$ cat src/rtl/srm_datapath_ctrl_pkg.sv
// ---------------------------------------------------------------------------
// srm_datapath_ctrl_pkg
// Shared constants and types for the Simple RISC Machine datapath controller:
// instruction widths, opcode/op encodings, controller state enum, ALU operation
// and regfile write-back source encodings, and the decoded-instruction record
// produced by the instruction decoder.
// ---------------------------------------------------------------------------
package srm_datapath_ctrl_pkg;

  localparam int DW     = 16;
  localparam int RSEL_W = 3;

  // Top-level instruction classes (ir[15:13])
  localparam logic [2:0] OPC_MOV = 3'b110;
  localparam logic [2:0] OPC_ALU = 3'b101;

  // Sub-operation field (ir[12:11]) for the MOV class
  localparam logic [1:0] OP_MOV_REG = 2'b00;
  localparam logic [1:0] OP_MOV_IMM = 2'b10;

  // Sub-operation field (ir[12:11]) for the ALU class
  localparam logic [1:0] OP_ADD = 2'b00;
  localparam logic [1:0] OP_CMP = 2'b01;
  localparam logic [1:0] OP_AND = 2'b10;
  localparam logic [1:0] OP_MVN = 2'b11;

  // Regfile data_in source select
  localparam logic [1:0] VSEL_C    = 2'b00;
  localparam logic [1:0] VSEL_IMM8 = 2'b10;

  typedef enum logic [2:0] {
    ST_WAIT    = 3'd0,
    ST_DECODE  = 3'd1,
    ST_GET_A   = 3'd2,
    ST_GET_B   = 3'd3,
    ST_ALU     = 3'd4,
    ST_WR_IMM  = 3'd5,
    ST_WR_REG  = 3'd6
  } state_t;

  typedef enum logic [1:0] {
    ALU_ADD  = 2'b00,
    ALU_SUB  = 2'b01,
    ALU_AND  = 2'b10,
    ALU_NOTB = 2'b11
  } alu_op_t;

  // Everything the controller needs to know about the latched instruction
  typedef struct packed {
    logic [1:0]        op;
    logic [RSEL_W-1:0] rn;
    logic [RSEL_W-1:0] rd;
    logic [1:0]        sh;
    logic [RSEL_W-1:0] rm;
    logic [DW-1:0]     sximm8;
    logic              legal;
    logic              is_mov_imm;
    logic              is_mov_reg;
    logic              is_mvn;
    logic              is_cmp;
  } dec_t;

  function automatic logic [DW-1:0] sign_extend8(input logic [7:0] imm8);
    return {{(DW-8){imm8[7]}}, imm8};
  endfunction

endpackage

$ cat src/rtl/srm_datapath_ctrl_if.sv
// ---------------------------------------------------------------------------
// srm_datapath_ctrl_if
// Bundles the instruction handshake and the datapath control bus of the SRM
// controller.
//   s, in        : start strobe and 16-bit instruction (source -> controller)
//   w            : controller idle and ready for s
//   readnum, writenum, write, loada, loadb, loadc, loads,
//   asel, bsel, vsel, alu_op, shift, sximm8 : datapath controls
//   illegal      : sticky flag, last instruction could not be decoded
// Modports:
//   slave  : the controller (consumes s/in, drives the control bus)
//   master : the instruction source / observer side
// ---------------------------------------------------------------------------
interface srm_datapath_ctrl_if;
  import srm_datapath_ctrl_pkg::*;

  logic              s;
  logic [DW-1:0]     in;
  logic              w;
  logic [RSEL_W-1:0] readnum;
  logic [RSEL_W-1:0] writenum;
  logic              write;
  logic              loada;
  logic              loadb;
  logic              loadc;
  logic              loads;
  logic              asel;
  logic              bsel;
  logic [1:0]        vsel;
  logic [1:0]        alu_op;
  logic [1:0]        shift;
  logic [DW-1:0]     sximm8;
  logic              illegal;

  modport slave (
    input  s, in,
    output w, readnum, writenum, write, loada, loadb, loadc, loads,
           asel, bsel, vsel, alu_op, shift, sximm8, illegal
  );

  modport master (
    output s, in,
    input  w, readnum, writenum, write, loada, loadb, loadc, loads,
           asel, bsel, vsel, alu_op, shift, sximm8, illegal
  );

endinterface

$ cat src/rtl/srm_datapath_ctrl_instr_dec.sv
// ---------------------------------------------------------------------------
// srm_datapath_ctrl_instr_dec
// Purely combinational split of the latched instruction register into its
// fields, sign extension of imm8, and classification flags.
// Ports:
//   ir  in  16  latched instruction
//   dec out     decoded record (fields, sximm8, legal and class flags)
// ---------------------------------------------------------------------------
module srm_datapath_ctrl_instr_dec
  import srm_datapath_ctrl_pkg::*;
(
  input  logic [DW-1:0] ir,
  output dec_t          dec
);

  logic [2:0] opcode;
  logic [1:0] op;
  logic       is_mov_class;
  logic       is_alu_class;

  assign opcode       = ir[15:13];
  assign op           = ir[12:11];
  assign is_mov_class = (opcode == OPC_MOV);
  assign is_alu_class = (opcode == OPC_ALU);

  always_comb begin
    dec            = '0;
    dec.op         = op;
    dec.rn         = ir[10:8];
    dec.rd         = ir[7:5];
    dec.sh         = ir[4:3];
    dec.rm         = ir[2:0];
    dec.sximm8     = sign_extend8(ir[7:0]);
    dec.is_mov_imm = is_mov_class && (op == OP_MOV_IMM);
    dec.is_mov_reg = is_mov_class && (op == OP_MOV_REG);
    dec.is_mvn     = is_alu_class && (op == OP_MVN);
    dec.is_cmp     = is_alu_class && (op == OP_CMP);
    // Every op of the ALU class is defined; only two MOV sub-ops exist
    dec.legal      = is_alu_class || dec.is_mov_imm || dec.is_mov_reg;
  end

endmodule

$ cat src/rtl/srm_datapath_ctrl.sv
// ---------------------------------------------------------------------------
// srm_datapath_ctrl
// Multi-cycle controller for the SRM 8x16 register file + ALU datapath.
// Latches one instruction when s is seen in WAIT, then steps through
// DECODE / GET_A / GET_B / ALU / WR_IMM / WR_REG driving Moore control
// outputs derived only from the state and the latched instruction.
// Ports:
//   clk      in  rising-edge clock
//   reset_n  in  asynchronous active-low reset
//   bus      slave modport of srm_datapath_ctrl_if (s/in handshake, w,
//            regfile/pipeline/mux controls, shift, sximm8, illegal)
// ---------------------------------------------------------------------------
module srm_datapath_ctrl
  import srm_datapath_ctrl_pkg::*;
(
  input  logic                 clk,
  input  logic                 reset_n,
  srm_datapath_ctrl_if.slave   bus
);

  state_t        state_q;
  state_t        state_d;
  logic [DW-1:0] ir_q;
  logic          illegal_q;
  dec_t          dec;
  logic          one_src;
  logic          accept;

  logic              w_o;
  logic [RSEL_W-1:0] readnum_o;
  logic [RSEL_W-1:0] writenum_o;
  logic              write_o;
  logic              loada_o;
  logic              loadb_o;
  logic              loadc_o;
  logic              loads_o;
  logic              asel_o;
  logic [1:0]        vsel_o;
  logic [1:0]        alu_op_o;

  srm_datapath_ctrl_instr_dec u_dec (
    .ir  (ir_q),
    .dec (dec)
  );

  // MOV reg and MVN only need the B operand; A is forced to zero in the ALU
  assign one_src = dec.is_mov_reg || dec.is_mvn;
  assign accept  = (state_q == ST_WAIT) && bus.s;

  // State, instruction and sticky illegal flag registers
  always_ff @(posedge clk or negedge reset_n) begin
    if (!reset_n) begin
      state_q   <= ST_WAIT;
      ir_q      <= '0;
      illegal_q <= 1'b0;
    end else begin
      state_q <= state_d;
      if (accept) begin
        ir_q      <= bus.in;
        illegal_q <= 1'b0;
      end else if (state_q == ST_DECODE && !dec.legal) begin
        illegal_q <= 1'b1;
      end
    end
  end

  // Next-state sequencing
  always_comb begin
    state_d = state_q;
    case (state_q)
      ST_WAIT:   if (bus.s) state_d = ST_DECODE;
      ST_DECODE: begin
        if (!dec.legal)          state_d = ST_WAIT;
        else if (dec.is_mov_imm) state_d = ST_WR_IMM;
        else if (one_src)        state_d = ST_GET_B;
        else                     state_d = ST_GET_A;
      end
      ST_GET_A:  state_d = ST_GET_B;
      ST_GET_B:  state_d = ST_ALU;
      // CMP only updates status flags, so there is nothing to write back
      ST_ALU:    state_d = dec.is_cmp ? ST_WAIT : ST_WR_REG;
      ST_WR_IMM: state_d = ST_WAIT;
      ST_WR_REG: state_d = ST_WAIT;
      default:   state_d = ST_WAIT;
    endcase
  end

  // Moore outputs; selects and alu_op rest at zero outside the states using them
  always_comb begin
    w_o        = 1'b0;
    readnum_o  = '0;
    writenum_o = '0;
    write_o    = 1'b0;
    loada_o    = 1'b0;
    loadb_o    = 1'b0;
    loadc_o    = 1'b0;
    loads_o    = 1'b0;
    asel_o     = 1'b0;
    vsel_o     = VSEL_C;
    alu_op_o   = ALU_ADD;
    case (state_q)
      ST_WAIT:  w_o = 1'b1;
      ST_GET_A: begin
        readnum_o = dec.rn;
        loada_o   = 1'b1;
      end
      ST_GET_B: begin
        readnum_o = dec.rm;
        loadb_o   = 1'b1;
      end
      ST_ALU: begin
        loadc_o  = 1'b1;
        asel_o   = one_src;
        // MOV reg passes the shifted B through as 0 + B
        alu_op_o = dec.is_mov_reg ? ALU_ADD : dec.op;
        loads_o  = dec.is_cmp;
      end
      ST_WR_IMM: begin
        writenum_o = dec.rn;
        vsel_o     = VSEL_IMM8;
        write_o    = 1'b1;
      end
      ST_WR_REG: begin
        writenum_o = dec.rd;
        vsel_o     = VSEL_C;
        write_o    = 1'b1;
      end
      default: ;
    endcase
  end

  assign bus.w        = w_o;
  assign bus.readnum  = readnum_o;
  assign bus.writenum = writenum_o;
  assign bus.write    = write_o;
  assign bus.loada    = loada_o;
  assign bus.loadb    = loadb_o;
  assign bus.loadc    = loadc_o;
  assign bus.loads    = loads_o;
  assign bus.asel     = asel_o;
  assign bus.bsel     = 1'b0;
  assign bus.vsel     = vsel_o;
  assign bus.alu_op   = alu_op_o;
  assign bus.shift    = dec.sh;
  assign bus.sximm8   = dec.sximm8;
  assign bus.illegal  = illegal_q;

endmodule

$ cat src/flat_wrapper.sv
// flat-port wrapper written by rule: the top's interface ports become plain ports
module srm_datapath_ctrl_flat import srm_datapath_ctrl_pkg::*;
  (clk, reset_n, bus_s, bus_in, bus_w, bus_readnum, bus_writenum, bus_write, bus_loada, bus_loadb, bus_loadc, bus_loads, bus_asel, bus_bsel, bus_vsel, bus_alu_op, bus_shift, bus_sximm8, bus_illegal);
  srm_datapath_ctrl_if bus_i ();
  input  logic clk;
  input  logic reset_n;
  input wire logic [$bits(bus_i.s)-1:0] bus_s;
  input wire logic [$bits(bus_i.in)-1:0] bus_in;
  output wire logic [$bits(bus_i.w)-1:0] bus_w;
  output wire logic [$bits(bus_i.readnum)-1:0] bus_readnum;
  output wire logic [$bits(bus_i.writenum)-1:0] bus_writenum;
  output wire logic [$bits(bus_i.write)-1:0] bus_write;
  output wire logic [$bits(bus_i.loada)-1:0] bus_loada;
  output wire logic [$bits(bus_i.loadb)-1:0] bus_loadb;
  output wire logic [$bits(bus_i.loadc)-1:0] bus_loadc;
  output wire logic [$bits(bus_i.loads)-1:0] bus_loads;
  output wire logic [$bits(bus_i.asel)-1:0] bus_asel;
  output wire logic [$bits(bus_i.bsel)-1:0] bus_bsel;
  output wire logic [$bits(bus_i.vsel)-1:0] bus_vsel;
  output wire logic [$bits(bus_i.alu_op)-1:0] bus_alu_op;
  output wire logic [$bits(bus_i.shift)-1:0] bus_shift;
  output wire logic [$bits(bus_i.sximm8)-1:0] bus_sximm8;
  output wire logic [$bits(bus_i.illegal)-1:0] bus_illegal;
  assign bus_i.s = bus_s;
  assign bus_i.in = bus_in;
  assign bus_w = bus_i.w;
  assign bus_readnum = bus_i.readnum;
  assign bus_writenum = bus_i.writenum;
  assign bus_write = bus_i.write;
  assign bus_loada = bus_i.loada;
  assign bus_loadb = bus_i.loadb;
  assign bus_loadc = bus_i.loadc;
  assign bus_loads = bus_i.loads;
  assign bus_asel = bus_i.asel;
  assign bus_bsel = bus_i.bsel;
  assign bus_vsel = bus_i.vsel;
  assign bus_alu_op = bus_i.alu_op;
  assign bus_shift = bus_i.shift;
  assign bus_sximm8 = bus_i.sximm8;
  assign bus_illegal = bus_i.illegal;
  srm_datapath_ctrl u_core (.clk(clk), .reset_n(reset_n), .bus(bus_i));
endmodule
$ cat config.mk
export PLATFORM = sky130hd
export DESIGN_NAME = srm_datapath_ctrl_flat
export DESIGN_NICKNAME = d
export VERILOG_FILES = /design/src/rtl/srm_datapath_ctrl_pkg.sv /design/src/rtl/srm_datapath_ctrl_if.sv /design/src/rtl/srm_datapath_ctrl_instr_dec.sv /design/src/rtl/srm_datapath_ctrl.sv /design/src/flat_wrapper.sv
export SDC_FILE = /design/constraint.sdc
export NUM_CORES = 1
export LEC_CHECK = 0
export CORE_MARGIN = 8
export CORE_UTILIZATION = 40
export CTS_CLUSTER_SIZE = 30
export DETAILED_ROUTE_END_ITERATION = 8
export PLACE_DENSITY = 0.75
export SLEW_MARGIN = 20
export SYNTH_ARGS = -nofsm -noshare
export SYNTH_HDL_FRONTEND = slang
export SYNTH_HIERARCHICAL = 1
export SYNTH_SLANG_ARGS = --single-unit
$ cat constraint.sdc
create_clock -name clk -period 3.8 [get_ports clk]
set_clock_uncertainty 0.05 [all_clocks]
set_input_delay 0.95 -clock clk [delete_from_list [all_inputs] [get_ports clk]]
set_output_delay 0.95 -clock clk [all_outputs]
set_load 0.005 [all_outputs]
==> summary.md <==
| Metric | Value |
|---|---|
| CP max stage delay | `700 ps` |
| Die area | `0.00551 mm²` |
| Setup violators final | `0` |
| Count of unique library cells instantiated by Yosys | `32` |
| Critical Path AT | `2330 ps` |
| Setup TNS Final | `0 ps` |
| TritonCTS clock tree | `built` |
| Clock Path Buffers | `2` |
| Final Max Slew Viols | `0` |
| I/O pins | `56` |
| Antenna violations before repair | `0` |
| PwrDens | `759 mW/mm²` |
| Hold_buf cts | `0` |
| Gpl congestion | `0.729` |
| Area of the multi-input gates | `563 µm²` |
| Status | `complete, no violations` |
| Post-route DRC | `0` |
| Reg2Reg Depth | `3` |
| Final Hold Vio Count | `0` |
| Hold_sp | `u_core/bus.illegal` |
| # port buffers | `53` |
| DIE HEIGHT | `74.3 µm` |
| Static Leak | `0.000691 µW` |
| Starting DRT DRC Count | `26` |
| Core ar. | `0.00331 mm²` |
| Sequential share of the synthesized area | `36.9%` |
| Hold slack | `502 ps` |
| Worst-margin pin slew | `918 ps` |
| Die width | `74.3 µm` |
| #FFs+latches synth | `20` |
| Critical path data required time | `2800 ps` |
| First drt pass iteration count | `4` |
| Vias per cell | `4.70` |
| Antenna cells | `0` |
| Reg-to-Reg Start | `u_core/state_q[1]` |
| Critical path type | `register to output pin` |
| Final wirelength | `2940 µm` |
| Worst path cell trace | `or3b_2 -> inv_1 -> a22o_1 -> clkdlybuf4s50_1` |
| Area delta synth->final | `26.3%` |
| Synthesized area per cell | `10.8 µm²` |
| Starting Density | `41.0%` |
| Worst Hold Path EP | `u_core/bus.illegal` |
| FMAX | `0.301 GHz` |
| R2R setup slack | `2030 ps` |
| H-tree depth | `1` |
| Largest net degree at the start of global routing | `21` |
| Critical-path top delay cell | `dfrtp_1` |
| Maximum vdd drop | `0.356 mV` |
| Warnings, synthesis | `6` |
| Clock root buffer | `clkbuf_4` |
| Sequential cell area | `500 µm²` |
| Max_cap viols | `0` |
| Vias | `907` |
| Gr usage total | `10.8%` |
| Num CTS Buffers | `3` |
| Post-CTS Setup Inserts | `0` |
| CTS clk-pin slew, worst paths | `110 ps` |
| CTS resizes | `0` |
| WL/cell | `15.2 µm` |
| Hold Path Class | `register to register` |
| Std-Cell Rows | `21` |
| Worst-Skew Late Latency | `310 ps` |
| Fin crit period | `3330 ps` |
| Fin crit share | `87.5%` |
| Hold Path Depth | `2` |
| Delay-heaviest family, CP | `flip-flops` |
| RSZ-0062 raised after global routing | `false` |
| Vias in the first global route | `918` |
| First-pass GRT wire length | `4490 µm` |
| Fill cells | `316` |
| Congestion Overflow GR | `0` |
| Share of layout cells above drive strength 1 | `17.7%` |
| Reg2reg end | `u_core/ir_q[12]` |
| Critical Path Fanout Max | `18` |
| CP Buf/Inv Count | `2` |
| CP endpoint kind | `output pin` |
| Critical Path Source Type | `register` |
| Slew HR | `38.6%` |
| Nets | `167` |
| Routed Antenna Nets | `0` |
| Clock Sinks | `20` |
| Cell count after synthesis | `126` |
| Mapped cell area | `0.00136 mm²` |
| HPWL Detailed | `2320 µm` |
## layout make-up
cell class | instances | area share, %
inverters | 5 | 1.09
flip-flops and latches | 20 | 29.2
multi-input cells | 64 | 32.8
clock buffers | 4 | 2.12
repair buffers | 54 | 31.4
well taps | 46 | 3.36
## where the power goes
group	leakage, µW	switching (µW)	internal, µW
Clock	0.0000210	65.7	58.5
Combinational	0.000433	220	491
Sequential	0.000237	146	320
Total	0.000691	432	870
## per-stage QoR
step | instances | worst slack [ps] | power (µW) | instance area, µm² | util [%]
3_5_place_dp | 189 | 838 | 1190 | 1680 | 50.7
4_1_cts | 193 | 482 | 1320 | 1710 | 51.8
2_1_floorplan | 127 | 1470 | 1030 | 1360 | -
5_1_grt | 193 | 360 | 1400 | 1710 | 51.8
3_3_place_gp | 189 | 901 | 1160 | 1680 | 50.7
6_report | 193 | 475 | 1300 | 1710 | 51.8
## placed cells by master (no fill, tap or decap), types with 2 or more instances in the layout
cell,n
conb_1,2
nor3b_1,4
or3b_2,2
dfrtp_1,20
o32ai_1,2
nor2_1,8
mux2_4,10
clkdlybuf4s50_1,53
nand2_1,2
a21boi_0,3
a22o_1,3
mux2_2,6
nor3_1,2
nand3b_1,7
inv_1,5
clkbuf_4,3
## worst max-delay path by stage
stage	start	slack, ps	cells past startpoint	to
6_report	u_core/state_q[1]	470	4	bus_readnum[2]
5_1_grt	u_core/state_q[1]	360	4	bus_readnum[2]
2_1_floorplan	u_core/state_q[1]	1470	4	bus_alu_op[0]
3_3_place_gp	u_core/state_q[1]	900	3	bus_alu_op[0]
4_1_cts	u_core/state_q[1]	480	4	bus_readnum[2]
3_5_place_dp	u_core/state_q[1]	840	4	bus_readnum[2]
## tightest hold or removal path, cell delays in order, from the launching register on
cell      delay [ps]
dfrtp_1          390
nand2_1           70
o211ai_1          70
## flip-flops by register name, indices dropped and copies added, names as in the netlist
signal              count
u_core/bus.illegal      1
u_core/state_q          3
u_core/ir_q            16
## Yosys cell counts
| cell | count | area share (%) |
|---|---|---|
| nand2b_1 | 1 | 0.46 |
| or3b_1 | 1 | 0.65 |
| buf_2 | 1 | 0.37 |
| mux2_2 | 6 | 5.0 |
| nor3_1 | 2 | 0.74 |
| inv_1 | 5 | 1.4 |
| xor2_1 | 1 | 0.65 |
| dfrtp_1 | 20 | 37 |
| and3b_1 | 1 | 0.65 |
| nand4bb_1 | 1 | 0.83 |
| buf_8 | 1 | 1.1 |
| nand3b_1 | 7 | 3.9 |
| buf_6 | 1 | 0.83 |
| o211ai_1 | 1 | 0.55 |
| nor3b_1 | 4 | 2.2 |
| mux2_4 | 10 | 11 |
| buf_4 | 31 | 17 |
| a22o_1 | 3 | 1.9 |
| o32ai_1 | 2 | 1.3 |
| a21boi_2 | 1 | 0.83 |
| nand2_1 | 2 | 0.55 |
| nor4b_4 | 1 | 1.8 |
| a21oi_1 | 1 | 0.37 |
| or4b_2 | 1 | 0.74 |
| o221ai_1 | 1 | 0.65 |
| or2b_1 | 1 | 0.55 |
| nor2_1 | 8 | 2.2 |
| and2_1 | 1 | 0.46 |
| conb_1 | 1 | 0.28 |
| a21boi_0 | 3 | 1.7 |
| or3b_2 | 2 | 1.3 |
| clkbuf_1 | 4 | 1.1 |
## cells by family (layout without fill, tap and decap cells)
family / count (synthesis) / after routing / share of synthesized area (%)
DFF: 20 / 20 / 36.9
buffers and inverters: 43 / 63 / 21.9
and+or+nand+nor: 33 / 33 / 17.0
xor gates and xnor gates: 1 / 1 / 0.645
AOI/OAI and AO/OA: 12 / 12 / 7.28
muxes: 16 / 16 / 16.0
other: 1 / 2 / 0.276
## routing by layer
| layer | track usage [%] | part of all wire, % | vias up |
|---|---|---|---|
| met5 | 0 | 0 | - |
| met4 | 4.57 | 2.2 | 0 |
| met3 | 4.45 | 7.8 | 6 |
| met2 | 19.2 | 52 | 33 |
| met1 | 10.9 | 38 | 426 |
| li1 | - | - | 442 |
(Power assumes the default switching activity.)
==> RTL change: new RTL, same flow settings <==
Reset style: synchronous (`reset_n`), changed in one clocked block. Comments in the files are not updated.
--- a/src/rtl/srm_datapath_ctrl.sv
+++ b/src/rtl/srm_datapath_ctrl.sv
@@ -49,5 +49,5 @@
 
   // State, instruction and sticky illegal flag registers
-  always_ff @(posedge clk or negedge reset_n) begin
+  always_ff @(posedge clk) begin
     if (!reset_n) begin
       state_q   <= ST_WAIT;
Check against the original RTL: differs if reset_n is asserted again (counterexample within 4 cycles, from zero or initial values and one cycle with reset_n low); with reset_n held inactive, the same outputs for 10 cycles.
==> RTL change against the original RTL <==
First-iteration DRC count increased to 3.3 times the old value; cell count rose by 17%; via count is 17% higher; register-to-register slack got worse by 0.06 ns; final area shrank 5.3%; worst setup slack gained 0.15 ns; synthesized area is 6.3% lower; die area shrank 4.9%; utilization grew 1.4 points; sequential cell count unchanged; wire length up 0.54%.
Power is not compared: it rests on default switching activity, and its combinational part moved more than twofold at a synthesized area within 25%.
==> RTL change: results (changes against the original RTL) <==
metric,value,unit,change
ys_types,33,,was 32
multi_input_gates,100,,was 64
drive_gt1_share,5.52,%,was 17.7%
finalWeightedCongestion,0.784,,was 0.729
synth_mux_area_share,0,%,was 16.0%
nonClockBufferCount,55,,was 54
worst_path_max_delay_cell,dfxtp_1,,was dfrtp_1
route.met3.wl,204,um,was 230 um
synthArstFlopShare,0,%,was 100%
synth_cells,163,,was 126
met2WireLength,1.45,mm,was 1.54 mm
synth.area.top_cells,"dfxtp_1, buf_4, nand3_1",,"was dfrtp_1, buf_4, mux2_4"
met1_length,1.26,mm,was 1.11 mm
clkCellAreaFrac,2.24,%,was 2.12%
groute.layer.met3.usage,3.03,%,was 4.45%
pre_cts_slack,0.976,ns,was 0.838 ns
nNonClkInverters,2,,was 5
max_stage_delay,0.55,ns,was 0.70 ns
vias,1062,,was 907
worst-path-max-fanout,11,,was 18
dominantRegCellSynth,dfxtp_1,,was dfrtp_1
arrival,2.18,ns,was 2.33 ns
fillers,311,,was 316
regArea,400,um2,was 500 um2
grt_pass1_wl,4.72,mm,was 4.49 mm
synthTopCellsByCount,"buf_4, dfxtp_1, nand2_1, nand3_1, o21ai_0",,"was buf_4, dfrtp_1, mux2_4"
first_iter_violations,87,,was 26
nonClkBufAreaFrac,33.6,%,was 31.4%
seq_area_frac_synth,31.5,%,was 36.9%
grt_pass1_vias,1044,,was 918
dp_hpwl,2.37,mm,was 2.32 mm
nets,201,,was 167
wire_per_inst,13.2,um,was 15.2 um
use_met1,12.1,%,was 10.9%
synth_xor_area_share,0,%,was 0.645%
status,finished clean,,unchanged
multi_input_area_share,35.6,%,was 32.8%
RTL change: changes by cell type in the layout (fill, tap and decap cells not counted), moves of 10 or more:
cell	before	now
dfrtp_1	20	0
dfxtp_1	0	20
nand3_1	0	17
nand2_1	2	17
o21ai_0	0	13
mux2_4	10	0
RTL change: stage by stage:
stage | power, mW | cell area, um2 | util, %
detailed placement | 0.320 | 1590 | 52.0
global placement | 0.319 | 1590 | 52.0
global route | 0.462 | 1620 | 53.2
CTS | 0.443 | 1620 | 53.2
floorplan | 0.295 | 1280 | -
finish | 0.437 | 1620 | 53.2
RTL change: path summary, 6_finish.rpt:
kind	from	endpoint	slack (ns)	depth (start not counted)
min	u_core/ir_q[4]	u_core/ir_q[4]	0.42	2
min reg2reg	u_core/ir_q[4]	u_core/ir_q[4]	0.42	2
max	u_core/state_q[1]	bus_readnum[0]	0.62	4
max reg2reg	u_core/state_q[2]	u_core/ir_q[5]	1.97	4
